[src/rtl/alu_pkg.sv]
// alu_pkg: opcodes, FSM state encoding and datapath width shared by the ALU
// sequencer and its divide step.
// Build option: ALU_SEQUENCER_SIGNED_DIV_EN enables signed DIV/REM (ops 21/22).
package alu_pkg;

  localparam int WIDTH = 32;

  localparam logic [4:0] OP_ADD    = 5'd0;
  localparam logic [4:0] OP_SUB    = 5'd2;
  localparam logic [4:0] OP_OR     = 5'd4;
  localparam logic [4:0] OP_AND    = 5'd5;
  localparam logic [4:0] OP_NOT    = 5'd6;
  localparam logic [4:0] OP_XOR    = 5'd7;
  localparam logic [4:0] OP_CMP    = 5'd8;
  localparam logic [4:0] OP_MOV    = 5'd9;
  localparam logic [4:0] OP_SHL    = 5'd12;
  localparam logic [4:0] OP_SHR    = 5'd13;
  localparam logic [4:0] OP_MULL16 = 5'd16;
  localparam logic [4:0] OP_MULLO  = 5'd17;
  localparam logic [4:0] OP_MULHI  = 5'd18;
  localparam logic [4:0] OP_DIVU   = 5'd19;
  localparam logic [4:0] OP_REMU   = 5'd20;
  localparam logic [4:0] OP_DIV    = 5'd21;
  localparam logic [4:0] OP_REM    = 5'd22;

  typedef enum logic [1:0] {
    IDLE = 2'd0,
    EXEC = 2'd1,
    DIV  = 2'd2,
    FIX  = 2'd3
  } state_e;

  // True for opcodes handled by the sequencer's own divider rather than the ALU.
  function automatic logic is_div_op(input logic [4:0] op);
    logic hit;
    hit = (op == OP_DIVU) || (op == OP_REMU);
`ifdef ALU_SEQUENCER_SIGNED_DIV_EN
    hit = hit || (op == OP_DIV) || (op == OP_REM);
`endif
    return hit;
  endfunction

  // True for the remainder flavours (result comes from the remainder register).
  function automatic logic is_rem_op(input logic [4:0] op);
    return (op == OP_REMU) || (op == OP_REM);
  endfunction

endpackage

[src/rtl/div_step.sv]
// div_step: one MSB-first restoring-division iteration. The shifted
// remainder is one bit wider than the datapath so the compare never wraps.
module div_step #(
  parameter int W = alu_pkg::WIDTH
) (
  input  logic [W-1:0] rem_i,
  input  logic [W-1:0] divisor_i,
  input  logic         bit_i,
  output logic [W-1:0] rem_o,
  output logic         q_o
);

  logic [W:0] shifted_s;

  // Shift in the next dividend bit and subtract the divisor when it fits.
  always_comb begin
    shifted_s = {rem_i, bit_i};
    if (shifted_s >= {1'b0, divisor_i}) begin
      rem_o = shifted_s[W-1:0] - divisor_i;
      q_o   = 1'b1;
    end else begin
      rem_o = shifted_s[W-1:0];
      q_o   = 1'b0;
    end
  end

endmodule

[src/rtl/alu_sequencer.sv]
// alu_sequencer: issue/capture stage around the external combinational ALU,
// adding a multi-cycle restoring divider for DIVU/REMU (and DIV/REM).
// Build option: ALU_SEQUENCER_SIGNED_DIV_EN enables signed ops 21/22; when
// undefined they fall through to the ALU like any other unknown opcode.
module alu_sequencer #(
  parameter int WIDTH      = alu_pkg::WIDTH,
  parameter int DIV_CYCLES = 32
) (
  input  logic             clk,
  input  logic             reset,
  input  logic             start,
  input  logic [WIDTH-1:0] a_in,
  input  logic [WIDTH-1:0] b_in,
  input  logic [7:0]       op_in,
  output logic             busy,
  output logic             done,
  output logic [WIDTH-1:0] result,
  output logic             is_zero,
  output logic             is_negative,
  output logic [WIDTH-1:0] alu_a,
  output logic [WIDTH-1:0] alu_b,
  output logic [7:0]       alu_op,
  input  logic [WIDTH-1:0] alu_c,
  input  logic             alu_zero,
  input  logic             alu_neg
);

  import alu_pkg::*;

  localparam int CNT_W = $clog2(DIV_CYCLES) + 1;
  localparam logic [CNT_W-1:0] CNT_LAST = CNT_W'(DIV_CYCLES - 1);
  localparam logic [CNT_W-1:0] CNT_ONE  = CNT_W'(1);
  localparam logic [WIDTH-1:0] ZERO_W   = {WIDTH{1'b0}};
  localparam logic [WIDTH-1:0] ONES_W   = {WIDTH{1'b1}};

  state_e           state_q, state_d;
  logic [WIDTH-1:0] a_q, a_d, b_q, b_d;
  logic [7:0]       op_q, op_d;
  logic             busy_q, busy_d, done_q, done_d;
  logic [WIDTH-1:0] result_q, result_d;
  logic             zero_q, zero_d, neg_q, neg_d;
  logic [WIDTH-1:0] dvd_q, dvd_d, dsr_q, dsr_d, quo_q, quo_d, rem_q, rem_d;
  logic [CNT_W-1:0] cnt_q, cnt_d;

  logic [4:0]       op5_s;
  logic             is_div_s, is_rem_s;
  logic [WIDTH-1:0] abs_a_s, abs_b_s;
  logic [WIDTH-1:0] step_rem_s;
  logic             step_q_s;
  logic [WIDTH-1:0] raw_s, fix_val_s;

  assign op5_s    = op_q[4:0];
  assign is_div_s = is_div_op(op5_s);
  assign is_rem_s = is_rem_op(op5_s);

`ifdef ALU_SEQUENCER_SIGNED_DIV_EN
  logic is_signed_s;
  assign is_signed_s = (op5_s == OP_DIV) || (op5_s == OP_REM);

  // Magnitudes fed to the unsigned divider for the signed opcodes.
  always_comb begin
    if (is_signed_s && a_q[WIDTH-1]) begin
      abs_a_s = -a_q;
    end else begin
      abs_a_s = a_q;
    end
    if (is_signed_s && b_q[WIDTH-1]) begin
      abs_b_s = -b_q;
    end else begin
      abs_b_s = b_q;
    end
  end
`else
  assign abs_a_s = a_q;
  assign abs_b_s = b_q;
`endif

  div_step #(.W(WIDTH)) u_div_step (
    .rem_i     (rem_q),
    .divisor_i (dsr_q),
    .bit_i     (dvd_q[WIDTH-1]),
    .rem_o     (step_rem_s),
    .q_o       (step_q_s)
  );

  // Final divide value: zero-divisor convention, then sign correction.
  always_comb begin
    raw_s = is_rem_s ? rem_q : quo_q;
    if (b_q == ZERO_W) begin
      fix_val_s = is_rem_s ? a_q : ONES_W;
    end else begin
`ifdef ALU_SEQUENCER_SIGNED_DIV_EN
      if (is_signed_s && (is_rem_s ? a_q[WIDTH-1] : (a_q[WIDTH-1] ^ b_q[WIDTH-1]))) begin
        fix_val_s = -raw_s;
      end else begin
        fix_val_s = raw_s;
      end
`else
      fix_val_s = raw_s;
`endif
    end
  end

  // Next-state and datapath update for the IDLE/EXEC/DIV/FIX sequencer.
  always_comb begin
    state_d  = state_q;
    a_d      = a_q;
    b_d      = b_q;
    op_d     = op_q;
    done_d   = 1'b0;
    result_d = result_q;
    zero_d   = zero_q;
    neg_d    = neg_q;
    dvd_d    = dvd_q;
    dsr_d    = dsr_q;
    quo_d    = quo_q;
    rem_d    = rem_q;
    cnt_d    = cnt_q;
    case (state_q)
      IDLE: begin
        if (start) begin
          a_d     = a_in;
          b_d     = b_in;
          op_d    = op_in;
          state_d = EXEC;
        end else begin
          state_d = IDLE;
        end
      end
      EXEC: begin
        if (is_div_s) begin
          dvd_d = abs_a_s;
          dsr_d = abs_b_s;
          quo_d = ZERO_W;
          rem_d = ZERO_W;
          cnt_d = {CNT_W{1'b0}};
          if (b_q == ZERO_W) begin
            state_d = FIX;
          end else begin
            state_d = DIV;
          end
        end else begin
          result_d = alu_c;
          zero_d   = alu_zero;
          neg_d    = alu_neg;
          done_d   = 1'b1;
          state_d  = IDLE;
        end
      end
      DIV: begin
        dvd_d = {dvd_q[WIDTH-2:0], 1'b0};
        rem_d = step_rem_s;
        quo_d = {quo_q[WIDTH-2:0], step_q_s};
        cnt_d = cnt_q + CNT_ONE;
        if (cnt_q == CNT_LAST) begin
          state_d = FIX;
        end else begin
          state_d = DIV;
        end
      end
      FIX: begin
        result_d = fix_val_s;
        zero_d   = (fix_val_s == ZERO_W);
        neg_d    = fix_val_s[WIDTH-1];
        done_d   = 1'b1;
        state_d  = IDLE;
      end
      default: begin
        state_d = IDLE;
      end
    endcase
    busy_d = (state_d != IDLE);
  end

  // State, operand, divider and output registers; reset aborts any operation.
  always_ff @(posedge clk or posedge reset) begin
    if (reset) begin
      state_q  <= IDLE;
      a_q      <= ZERO_W;
      b_q      <= ZERO_W;
      op_q     <= 8'd0;
      busy_q   <= 1'b0;
      done_q   <= 1'b0;
      result_q <= ZERO_W;
      zero_q   <= 1'b1;
      neg_q    <= 1'b0;
      dvd_q    <= ZERO_W;
      dsr_q    <= ZERO_W;
      quo_q    <= ZERO_W;
      rem_q    <= ZERO_W;
      cnt_q    <= {CNT_W{1'b0}};
    end else begin
      state_q  <= state_d;
      a_q      <= a_d;
      b_q      <= b_d;
      op_q     <= op_d;
      busy_q   <= busy_d;
      done_q   <= done_d;
      result_q <= result_d;
      zero_q   <= zero_d;
      neg_q    <= neg_d;
      dvd_q    <= dvd_d;
      dsr_q    <= dsr_d;
      quo_q    <= quo_d;
      rem_q    <= rem_d;
      cnt_q    <= cnt_d;
    end
  end

  assign busy        = busy_q;
  assign done        = done_q;
  assign result      = result_q;
  assign is_zero     = zero_q;
  assign is_negative = neg_q;
  assign alu_a       = a_q;
  assign alu_b       = b_q;
  assign alu_op      = op_q;

endmodule
[config.mk]
export PLATFORM = sky130hd
export DESIGN_NAME = alu_sequencer
export DESIGN_NICKNAME = d
export VERILOG_FILES = /design/src/rtl/alu_pkg.sv /design/src/rtl/div_step.sv /design/src/rtl/alu_sequencer.sv
export SDC_FILE = /design/constraint.sdc
export NUM_CORES = 1
export LEC_CHECK = 0
export ABC_CLOCK_PERIOD_IN_PS = 16100
export BUFFER_PORTS_ARGS = -buffer_cell sky130_fd_sc_hd__buf_2
export CORE_MARGIN = 2
export CORE_UTILIZATION = 54
export CTS_BUF_LIST = sky130_fd_sc_hd__clkbuf_4 sky130_fd_sc_hd__clkbuf_8
export DETAILED_ROUTE_END_ITERATION = 7
export PLACE_DENSITY = 0.77
export RECOVER_POWER = 50
export SLEW_MARGIN = 25
export SYNTH_ARGS = -nofsm -noshare
export SYNTH_HDL_FRONTEND = slang
export SYNTH_SLANG_ARGS = --single-unit
export TNS_END_PERCENT = 10
[constraint.sdc]
create_clock -name clk -period 16.1 [get_ports clk]
set_input_delay 0.805 -clock clk [delete_from_list [all_inputs] [get_ports clk]]
set_output_delay 0.805 -clock clk [all_outputs]
set_load 0.03 [all_outputs]
After elaboration in Yosys (flattened, before gate mapping)
Index checks and enable logic that the tools add are counted.
{"block": "classes", "mux": 25, "n_eq_ne": 9, "n_lt_le_gt_ge": 1, "addsub": 2, "reduce_logical": 12}
{"cell": "32-bit case mux with 2 select lines", "n": 4}
{"cell": "32-bit 2-to-1 mux", "n": 7}
{"cell": "32-bit logical NOT", "n": 2}
{"cell": "33-bit by 32-bit >= comparator with 1-bit output", "n": 1}
{"cell": "32-bit subtractor", "n": 1}
{"cell": "5-bit equality test, second input constant", "n": 3}
{"cell": "6-bit case mux with 2 select lines", "n": 1}
{"cell": "2-bit case mux with 4 select lines", "n": 1}
{"cell": "2-bit AND reduction", "n": 4}
{"cell": "1-bit 2-to-1 mux", "n": 7}
{"cell": "6-bit by 1-bit adder with 6-bit output, second input constant", "n": 1}
{"cell": "6-bit by 5-bit equality test with 1-bit output, second input constant", "n": 1}
{"cell": "6-bit 2-to-1 mux", "n": 1}
{"cell": "1-bit case mux with 2 select lines", "n": 3}
{"cell": "2-bit nonzero test", "n": 3}
{"cell": "2-bit equality test, second input constant", "n": 2}
{"cell": "2-bit inequality test, second input constant", "n": 2}
{"cell": "2-bit by 1-bit equality test with 1-bit output, second input constant", "n": 1}
{"cell": "2-bit logical NOT", "n": 1}
{"cell": "1-bit logical OR", "n": 2}
{"cell": "2-bit 2-to-1 mux", "n": 1}
{"block": "totals", "ff_bits": 244, "in_bits": 109, "elab_cells": 63, "out_inout_bits": 108}

Longest topological paths before layout
Gate-level depths: netlist of the first run.
{"block": "depth", "word_depth": 6, "depth_mapped": 13, "mapped_depth_nobuf": 12}

Hierarchy
A second synthesis of the first run with hierarchy kept.
{"block": "unflattened", "hier_cells": 1364, "hier_area_um2": 13142.6}
{"module": "alu_sequencer", "seq_area_each_um2": 6107.1, "cells_each": 1041, "area_per_inst_um2": 10811.6, "instances": 1}
{"module": "div_step", "seq_area_each_um2": 0.0, "cells_each": 323, "area_per_inst_um2": 2331.0, "instances": 1}

Worst setup path after synthesis of the first run
Ideal clock, no wire load.
{"block": "synth_path", "kind": "register to register", "start": "register rem_q[2]", "end": "register rem_q[29]", "stages_incl_launch_ff": 12, "path_slack_ns": 13.182, "path_buffers": 1, "arrival_ns": 2.791, "setup_ns": 0.126, "path_cell_list": "dfrtp_1 > ha_1 > a21o_1 > a41oi_2 > a31oi_4 > a2111oi_4 > o31ai_4 > a31oi_4 > or2_1 > buf_6 > a311oi_1 > a311o_1"}
{"block": "synth_via", "elab_chain_cells": 3, "word_cells_on_any_way": 4, "classes_between": "add/sub (1); order compare (1); mux (2)"}
{"item": "start: declaration", "line": "alu_sequencer.sv:42", "source": "logic [WIDTH-1:0] dvd_q, dvd_d, dsr_q, dsr_d, quo_q, quo_d, rem_q, rem_d;"}
{"item": "start signal: assignment", "line": "alu_sequencer.sv:205", "source": "rem_q <= rem_d;"}
{"item": "32-bit subtractor / 33-bit by 32-bit >= comparator with 1-bit output (equally long branches)", "line": "div_step.sv:19, div_step.sv:18"}
{"item": "32-bit 2-to-1 mux *", "line": "div_step.sv:18", "source": "if (shifted_s >= {1'b0, divisor_i}) begin"}
{"item": "32-bit case mux with 2 select lines *", "line": "alu_sequencer.sv:119", "source": "case (state_q)"}
Mark *: on every way between the ends. The rest lies on a longest branch, timed or not.
A chain may end at the register's enable or synchronous reset.

==> run metrics, run 1 <==
Cell Pwr Density=227 nW/um^2; max-slew violations=199; sw frac=46.8%; net load switching power=1.57 mW; CP Launch Point=reset; Avg Cell Area, Syn=9.36 sq um; kind of critical path=in -> async; Post-Route WL=~35000 um; total setup buffers inserted after CTS=0; WL per Instance=~18 um; async set or reset register ratio after synthesis=100%; Syn Nets=1506; status=finished with violations; max layer used=met4; Final min period=6.83 ns; VDD IR-drop max=approximately 0.13 mV; Worst path slowest cell=clkinvlp_2; count leader, synth=dfrtp_1; Reg power frac=31.7%; Final Setup Violations=0; Peak Freq=146 MHz; Antenna diodes=0; Synth cell types=68; Via Count=around 11000; GRT overflow=0; Core Util, Final=63.2%; worst hold path startpoint=b_in[3]; Post-synth top flop=dfrtp_1; CTS Hold Bufs=0; core area=23300 sq um; RSZ-0062 raised after global routing=no; internal cell power=between 1.5 and 2 mW; Die ar.=24900 sq um; crit path buf inv count=4; WL met3=3000 um; Leak=6.48 nW; Fin Setup TNS=0 ns; Clock power frac=16.9%; Final Hold Fails=0; Layout area overhead=15.6%; share of the synthesized area in the top cell type=47.7%; Num Clock Sinks=approximately 240; Max-Cap Viols=2; number of nets in the layout=roughly 1700; Power, Total=3.35 mW; initial antenna violation count=0; drt via density=5.78; antenna viol nets, final=0; Chip Height=158 um; worst slack, placed=~12 ns; Post-synth top cells=dfrtp_1 (243), nand2_1 (237), o21ai_0 (164); Num CTS Buffers=42; placed wire-length estimate=24500 um; Buffers on Ports=216; start of the worst register-to-register path=alu_b[7]; netlist area before placement=12800 sq um; crit path max fanout=146; CP startpoint kind=input pin; Hold WC Path Type=in -> reg; Cell Rows=56; Comb pwr share=between 50% and 60%; H-tree depth=2; Final Skew=0.0233 ns; vias in the first global route=10328; worst skew pair latency=0.56 ns; largest cells by area after synthesis=dfrtp_1 (48%), nand2_1 (7.0%), o21ai_0 (6.4%); sequential element share of the synthesized area=47.9%; Worst-path clk slew=roughly 0.06 ns; CTS tree=done; share of layout cells above drive strength 1=about a fifth; Residual DRC=0; met2 routed WL=around 16000 um; largest net degree at the start of global routing=between 100 and 150; CTS resizes=0; failing checks=max-capacitance violations, max-slew violations; root buffer cell=clkbuf_8; CP max stage delay=roughly 3.5 ns; DR pass1 iterations=6; final worst slack=9.27 ns; worst path cell trace=clkbuf_1 > clkinvlp_2 > clkbuf_1 > buf_4; effective utilization at floorplan=a little over half; CP most frequent cell=clkbuf_1; Worst Tran Pin Value=6.38 ns; first-pass GRT wire length=54900 um; Total GRT Usage=28.1%; gpl congestion=0.969; num ports=217; synthesized instance count=between 1000 and 1500; CP Data Arrival Time=between 7 and 8 ns; CP Capture Type=asynchronous set/reset pin; Final Cycle Share=42.4%; delay-heaviest family, CP=buffers and inverters; DRT iter0 DRCs=between 1000 and 1500; die extent in x=between 150 and 200 um; worst rel slew slack=-328%; wl on met1=15200 um; YS warnings=0; Required @ worst endpoint=16.72 ns; clock tree buffer depth=3; Yosys reg bits=244; EDFF count, synth=0; Synth area leader=dfrtp_1
[cell type report]
cell class,count,area [sq um]
clock buffers,59,749
clock inverters,17,101
fillers,2063,8580
inverters,60,226
multi-input cells,973,6150
flip-flops and latches,244,6110
well taps,319,399
repair buffers,225,1010
[cell usage in the layout, fill, tap and decap left out, types with 7 or more instances in the layout]
| cell | netlist | final |
|---|---|---|
| a21o_1 | 14 | 14 |
| a21oi_1 | 37 | 36 |
| a31oi_1 | 53 | 53 |
| a32oi_1 | 15 | 15 |
| and3_1 | 10 | 10 |
| buf_2 | 4 | 112 |
| buf_4 | 1 | 8 |
| clkbuf_1 | 71 | 105 |
| clkbuf_4 | 0 | 10 |
| clkbuf_8 | 0 | 49 |
| clkinv_2 | 0 | 11 |
| dfrtp_1 | 243 | 242 |
| ha_1 | 33 | 33 |
| inv_1 | 60 | 59 |
| mux2_2 | 72 | 72 |
| mux2i_1 | 57 | 57 |
| nand2_1 | 237 | 236 |
| nand3_1 | 49 | 49 |
| nand4_1 | 8 | 8 |
| nor2_1 | 85 | 82 |
| nor4_1 | 15 | 15 |
| o211ai_1 | 7 | 7 |
| o21ai_0 | 164 | 164 |
| xnor2_1 | 15 | 15 |
| xor2_1 | 8 | 8 |
[power groups by stage]
stage | clock network [mW] | registers (mW) | logic, mW
CTS | 0.577 | 1.05 | 1.74
finish | 0.566 | 1.06 | 1.72
global route | 0.606 | 1.09 | 1.89
global placement | 0 | 1.06 | 1.70
floorplan | 0 | 1.23 | 1.11
detailed placement | 0 | 1.06 | 1.73
[layer usage]
layer	up-vias	track usage, %
met5	-	0
met4	0	9.87
met3	77	5.53
met2	486	43.3
met1	5214	39.9
li1	5186	-
[kinds of logic (layout without fill, tap and decap cells)]
family / count (synthesis) / after routing / synth area share, %
flops: 244 / 244 / 47.9
mux: 129 / 129 / 10.8
fa+ha+maj: 34 / 34 / 3.39
xor+xnor: 23 / 23 / 1.58
compound gates: 338 / 338 / 16.3
buf+inv: 146 / 361 / 4.48
simple gates: 449 / 449 / 15.6
[stage by stage]
stage          cell area, sq um  std cells  hold slack (ns)
2_1_floorplan             12800       1363            0.452
3_3_place_gp              14000       1821            0.455
3_5_place_dp              14000       1821            0.466
4_1_cts                   14900       1897            0.454
5_1_grt                   14700       1897            0.462
6_report                  14700       1897            0.480
[sequential cells by signal, indices dropped and copies added (netlist names), 6 cells and up]
name / cells
quo_q: 32
dvd_q: 32
result: 32
dsr_q: 32
rem_q: 32
alu_op: 8
alu_a: 32
cnt_q: 6
alu_b: 32
[worst paths after layout]
| check | endpoint | slack (ns) | cells past startpoint |
|---|---|---|---|
| min in group asynchronous | result[1] | 2.24 | 2 |
| worst max register to register | is_zero | 12.42 | 9 |
| worst max-delay path | alu_b[16] | 9.27 | 4 |
| max in group clk | is_zero | 12.42 | 9 |
| worst min-delay path | alu_b[3] | 0.48 | 2 |
| worst min register to register | result[30] | 0.48 | 2 |
Note: power is estimated with default switching activity, not from simulation.
==> run 2, diff against run 1 <==
Settings changed: ABC_CLOCK_PERIOD_IN_PS 16100 to 5800, CORE_UTILIZATION 54 to 53, PLACE_DENSITY 0.77 to 0.79.
Clock period 16.1 ns to 5.8 ns, I/O delays scaled along.
==> run 2 against run 1 <==
The flow still finishes with violations (max-capacitance violations, max-slew violations). Largest power group unchanged. Combinational power grew to 2.8 times the previous value. Wire length increased by 7.8%. Critical path type unchanged. Hold slack lost 0.47 ns. Highest routed layer unchanged. Largest cell class unchanged.
==> run metrics, run 2 (synthesis results as in run 1) <==
Buffers on Ports=216 (unchanged); Num CTS Buffers=42 (unchanged); Power, Total=9.64 mW (+190%); Reg power frac=30.9% (-0.8 points); CTS resizes=0 (unchanged); effective utilization at floorplan=54.2% (-0.49 points); worst path cell trace=dlygate4sd3_1 > buf_2 > clkinvlp_2 > clkbuf_1; Cell Pwr Density=618 nW/um^2 (+170%); Fin Setup TNS=0 ns (unchanged); Final min period=between 3 and 4 ns; first-pass GRT wire length=60300 um (+9.8%); H-tree depth=2 (unchanged); largest net degree at the start of global routing=110 (-25%); Die ar.=25300 sq um (+1.8%); placed wire-length estimate=25600 um (+4.4%); Core Util, Final=66.2% (+3.0 points); Final Cycle Share=67.7%; commonest non-fill, non-tap cells in the layout=dfrtp_1 (243), nand2_1 (236), o21ai_0 (164); initial antenna violation count=0 (unchanged); Hold Crit Depth=2 (unchanged); Post-Place Cells=1823 (+0.11%); net load switching power=4.44 mW (+180%); Placed Area=14000 sq um (+0.21%); Final Setup Violations=0 (unchanged); commonest non-fill, non-tap cell in the layout=dfrtp_1; Clock power frac=18.8% (+1.9 points); # fillers=1900 (-7.9%); GRT overflow=0 (unchanged); reg2reg setup slack=2.02 ns (-10.40 ns); sw frac=46.0% (-0.77 points); Worst Reg-to-Reg Cells=9 (unchanged); antenna viol nets, final=0 (unchanged); drt via density=5.85 (+1.3%); max-slew violations=140 (-30%); R2R Path End=is_zero; Required @ worst endpoint=5.85 ns (-10.87 ns); CTS tree=done; Residual DRC=0 (unchanged); VDD IR-drop max=0.373 mV (+200%); fin cells=1970 (+3.8%); worst hold path startpoint=a_in[22]; start of the worst register-to-register path=alu_b[24]; Num Clock Sinks=244 (unchanged); Peak Freq=~250 MHz; internal cell power=5.20 mW (+190%); Worst Tran Pin Value=2.75 ns (-3.63 ns); Post-Route WL=37700 um (+7.8%); worst rel slew slack=-83.2% (+240 points); Leak=6.84 nW (+5.5%); CP max stage delay=2.01 ns (-1.50 ns); Worst path slowest cell=clkbuf_1; Hold Path End=alu_a[22]; vias in the first global route=11341 (+9.8%); worst hold slack=0.00764 ns (-0.472 ns); Comb pwr share=50.4% (-1.0 points); Finished Cell Area=15600 sq um (+5.7%); Hold WC Path Type=in -> reg; die extent in x=159 um (+0.92%); Final Skew=0.0233 ns (-0.0000411 ns); Total GRT Usage=29.4% (+1.3 points); crit path max fanout=50 (-66%); Cell Rows=56 (unchanged); clock tree buffer depth=3 (unchanged); share of layout cells above drive strength 1=17.6% (-1.2 points); status=finished with violations; num ports=217 (unchanged); CP Data Arrival Time=3.97 ns (-3.47 ns); failing checks=max-capacitance violations, max-slew violations; RSZ-0062 raised after global routing=no; Worst-path clk slew=0.06 ns (about the same); core area=23500 sq um (+0.90%); Via Count=11531 (+5.2%); Max-Cap Viols=3 (+1); number of nets in the layout=1762 (+4.3%); worst slack, placed=2.11 ns (-10.22 ns); root buffer cell=clkbuf_8; Final Hold Fails=0 (unchanged); Layout area overhead=22.2%; kind of critical path=in -> async; Antenna diodes=0 (unchanged); Chip Height=159 um (+0.92%); CP startpoint kind=input pin; worst skew pair latency=0.55 ns (about the same); final worst slack=1.87 ns (-7.40 ns); DR pass1 iterations=8 (+2); DRT iter0 DRCs=1203 (+15%); WL per Instance=19.1 um (+3.8%); CP Capture Type=asynchronous set/reset pin; gpl congestion=0.948 (-2.1%)
run 2: changes by cell type in the layout (fill, tap and decap cells not counted), sizes merged:
cell / previous run / this run
buf: 120 / 116
bufinv: 0 / 4
clkbuf: 164 / 175
clkinv: 11 / 6
clkinvlp: 6 / 3
dlygate4sd3: 0 / 71
inv: 60 / 59
run 2: timing repair:
item                                   CTS  global route
setup endpoints to repair                0             0
buffers inserted                         0             0
endpoints found under the hold margin  104             0
hold buffers                            71             0
run 2: worst max path at each step:
stage | from | end | slack (ns) | cells after the start
after floorplan | reset | alu_a[0] | 2.31 | 1
after global placement | alu_b[17] | is_zero | 2.16 | 9
after detailed placement | alu_b[17] | is_zero | 2.11 | 9
after CTS | alu_b[17] | is_zero | 2.07 | 9
after global routing | reset | alu_op[5] | 1.03 | 4
final | reset | dvd_q[28] | 1.87 | 4
run 2: power groups by stage:
stage / clock, mW / combinational (mW) / sequential [mW]
global placement: 0 / 4.72 / 2.94
finish: 1.81 / 4.86 / 2.98
detailed placement: 0 / 4.83 / 2.96
floorplan: 0 / 3.10 / 3.41
CTS: 1.82 / 4.91 / 2.94
global route: 1.91 / 5.29 / 3.04
run 2: routing by layer:
| layer | global-route usage (%) | share of wire (%) | up-vias |
|---|---|---|---|
| met5 | 0 | 0 | - |
| met4 | 11.8 | 3.6 | 0 |
| met3 | 6.88 | 8.2 | 105 |
| met2 | 47.3 | 46 | 551 |
| met1 | 38.7 | 42 | 5540 |
| li1 | - | - | 5335 |
run 2: layout make-up:
| class | count | area, sq um | area share [%] |
|---|---|---|---|
| Timing Repair Buffer | 298 | 1740 | 11.2 |
| Clock inverter | 12 | 165 | 1.06 |
| Inverter | 60 | 226 | 1.45 |
| Multi-Input combinational cell | 973 | 6140 | 39.4 |
| Sequential cell | 244 | 6110 | 39.2 |
| Clock buffer | 64 | 818 | 5.25 |
| Tap cell | 319 | 399 | 2.56 |
run 2: critical path: cells and delay by family:
family | cells | cell delay [ns]
buffers and inverters | 4 | 3.63
==> run 3, diff against run 2 <==
Settings changed: ABC_AREA from default to 1, ABC_CLOCK_PERIOD_IN_PS 5800 to 3250.
Clock period 5.8 ns to 3.25 ns, I/O delays scaled along.
==> run 3 against run 2 <==
The flow now finishes without violations. Hold slack better by 0.35 ns. Area after synthesis is 2.7% higher. Via count is 9.2% higher. Final cell count is 15% higher. Wire length is 9.1% higher. Total power is 72% higher. Design area is 4.6% higher. Sequential cell count stayed put. Clock skew is 0.0089 ns higher. Register-to-register slack worse by 1.5 ns. Critical endpoint is now rem_q[26]. Largest cell class is now flip-flops and latches.
==> run metrics, run 3 <==
Cell Rows=57 (+1.8%); Antenna diodes=0 (unchanged); Leak=7.68 nW (+12%); Avg Cell Area, Syn=8.17 sq um (-13%); EDFF count, synth=0 (unchanged); clock tree buffer depth=3 (unchanged); Worst Tran Pin Value=1.42 ns (-1.33 ns); Core Util, Final=67.1% (+0.84 points); Post-synth top flop=dfrtp_1; synthesized instance count=1604 (+18%); start of the worst register-to-register path=rem_q[1]; CTS tree=done; Buffers on Ports=216 (unchanged); number of nets in the layout=2058 (+17%); Hold Path End=alu_a[16]; R2R Path End=rem_q[26]; Final Setup Violations=0 (unchanged); Peak Freq=367 MHz; count leader, synth=nand2_1; Worst-path clk slew=0.07 ns (about the same); CP startpoint kind=flop; Layout area overhead=24.5%; Post-synth top cells=nand2_1 (351), dfrtp_1 (243), inv_1 (169); RSZ-0062 raised after global routing=no; commonest non-fill, non-tap cell in the layout=nand2_1; commonest non-fill, non-tap cells in the layout=nand2_1 (350), dfrtp_1 (243), inv_1 (168); root buffer cell=clkbuf_8; share of layout cells above drive strength 1=16.1% (-1.5 points); netlist area before placement=13100 sq um (+2.7%); Hold Crit Depth=3 (+1); Hold WC Path Type=in -> reg; largest cells by area after synthesis=dfrtp_1 (46%), nand2_1 (10%), o21ai_0 (6.3%); Worst Reg-to-Reg Cells=13 (+4); met1 usage=42.2% (+3.4 points); CTS resizes=0 (unchanged); Chip Height=161 um (+1.3%); die extent in x=161 um (+1.3%); status=complete, no violations; sequential element share of the synthesized area=46.6% (-1.3 points); Total GRT Usage=32.1% (+2.6 points); Num CTS Buffers=42 (unchanged); CP Capture Type=flop; vias in the first global route=12806 (+13%); fin cells=2269 (+15%); Synth area leader=dfrtp_1; CP Data Arrival Time=3.20 ns (-0.77 ns); worst slack, placed=0.564 ns (-1.54 ns); Num Clock Sinks=244 (unchanged); total setup buffers inserted after CTS=0 (unchanged); Fin Setup TNS=0 ns (unchanged); Max-Cap Viols=0 (-3); WL per Instance=18.1 um (-5.3%); Cell Pwr Density=1020 nW/um^2 (+64%); YS warnings=0 (unchanged); Synth cell types=44 (-35%); Via Count=12589 (+9.2%); Post-Place Cells=2086 (+14%); Yosys reg bits=244 (unchanged); async set or reset register ratio after synthesis=100% (unchanged); H-tree depth=2 (unchanged); Final min period=2.72 ns; largest net degree at the start of global routing=102 (-7.3%); DR pass1 iterations=5 (-3); worst rel slew slack=5.51% (+89 points); initial antenna violation count=0 (unchanged); GRT overflow=0 (unchanged); worst skew pair latency=0.57 ns (+0.02 ns); antenna viol nets, final=0 (unchanged); max-slew violations=0 (-100%); gpl congestion=0.920 (-3.0%); Final Hold Fails=0 (unchanged); Residual DRC=0 (unchanged); reg2reg setup slack=0.53 ns (-1.49 ns); drt via density=5.55 (-5.2%); Final Skew=0.0322 ns (+0.00894 ns); worst hold path startpoint=a_in[16]; placed wire-length estimate=27300 um (+6.6%); Syn Nets=1747 (+16%); Post-Route WL=41100 um (+9.1%); first-pass GRT wire length=66600 um (+10%); core area=24300 sq um (+3.3%); Required @ worst endpoint=3.73 ns (-2.12 ns); Final Cycle Share=a little over four fifths; DRT iter0 DRCs=1203 (unchanged); M3 GR Usage=4.67% (-2.2 points); kind of critical path=reg -> reg; effective utilization at floorplan=53.9% (-0.30 points); num ports=217 (unchanged); grt peak-use layer=met2; final worst slack=0.526 ns (-1.35 ns); Die ar.=26000 sq um (+2.7%); VDD IR-drop max=0.595 mV (+59%); worst hold slack=0.361 ns (+0.353 ns); met2 usage in global routing=53.7% (+6.4 points); share of the synthesized area in the top cell type=46.4% (-1.3 points); crit path max fanout=33 (-34%)
==> run 3: final cells by class <==
class | count | area, sq um
clock buffers | 66 | 821
inverters | 171 | 643
well taps | 324 | 405
repair buffers | 342 | 2200
flip-flops and latches | 244 | 6110
multi-input cells | 1114 | 6050
clock inverters | 8 | 87.6
fillers | 2024 | 8010
==> run 3: per-layer routing <==
layer  vias to the layer above  share of wire, %
met5                         -                 0
met4                         0               4.1
met3                       139               7.0
met2                       554                47
met1                      5967                41
li1                       5929                 -
==> run 3: stage by stage <==
step	power, mW	area, sq um
finish	16.6	16300
global route	17.7	16300
CTS	16.5	16500
detailed placement	13.4	14500
global placement	13.3	14500
floorplan	11.0	13100
==> run 3: kinds of logic (layout without fill, tap and decap cells) <==
family,Yosys count,in the layout,share of synthesized area [%]
AOI/OAI and AO/OA,391,391,16.6
xor gates and xnor gates,20,20,1.34
adders and majority gates,34,34,3.30
buffers and inverters,246,587,7.53
DFF,244,244,46.6
muxes,67,67,5.76
and+or+nand+nor,602,602,18.9
==> run 3: how the worst max path moves through the flow <==
stage / start / slack [ns] / end / depth (start not counted)
floorplan: reset / -0.12 / alu_a[0] / 1
global placement: rem_q[24] / 0.53 / rem_q[28] / 13
detailed placement: rem_q[1] / 0.56 / rem_q[26] / 13
CTS: rem_q[1] / 0.53 / rem_q[31] / 13
global route: rem_q[1] / 0.26 / rem_q[26] / 13
finish: rem_q[1] / 0.53 / rem_q[26] / 13
==> run 3: report_power, final <==
group / switching (mW) / total [mW] / internal [mW]
clock network: 1.33 / 3.02 / 1.69
logic: 5.85 / 8.50 / 2.65
registers: 0.834 / 5.04 / 4.21
==> run 3: what timing repair did <==
action | 4_1_cts | 5_1_grt
hold buffers | 109 | 0
setup endpoints to repair | 0 | 0
endpoints found under the hold margin | 134 | 0
==> run 3: critical path, cell delays in order (launching register included) <==
cell and delay [ns]:
dfrtp_1 0.39, ha_1 0.36, nand2_1 0.13, o21ai_2 0.22
a21oi_2 0.12, o21bai_2 0.19, nand2_1 0.09, nand2_2 0.10
nand2_4 0.20, nand2_4 0.41, nand2_2 0.21, nand2_1 0.10
nand2_1 0.05, nand2_1 0.06
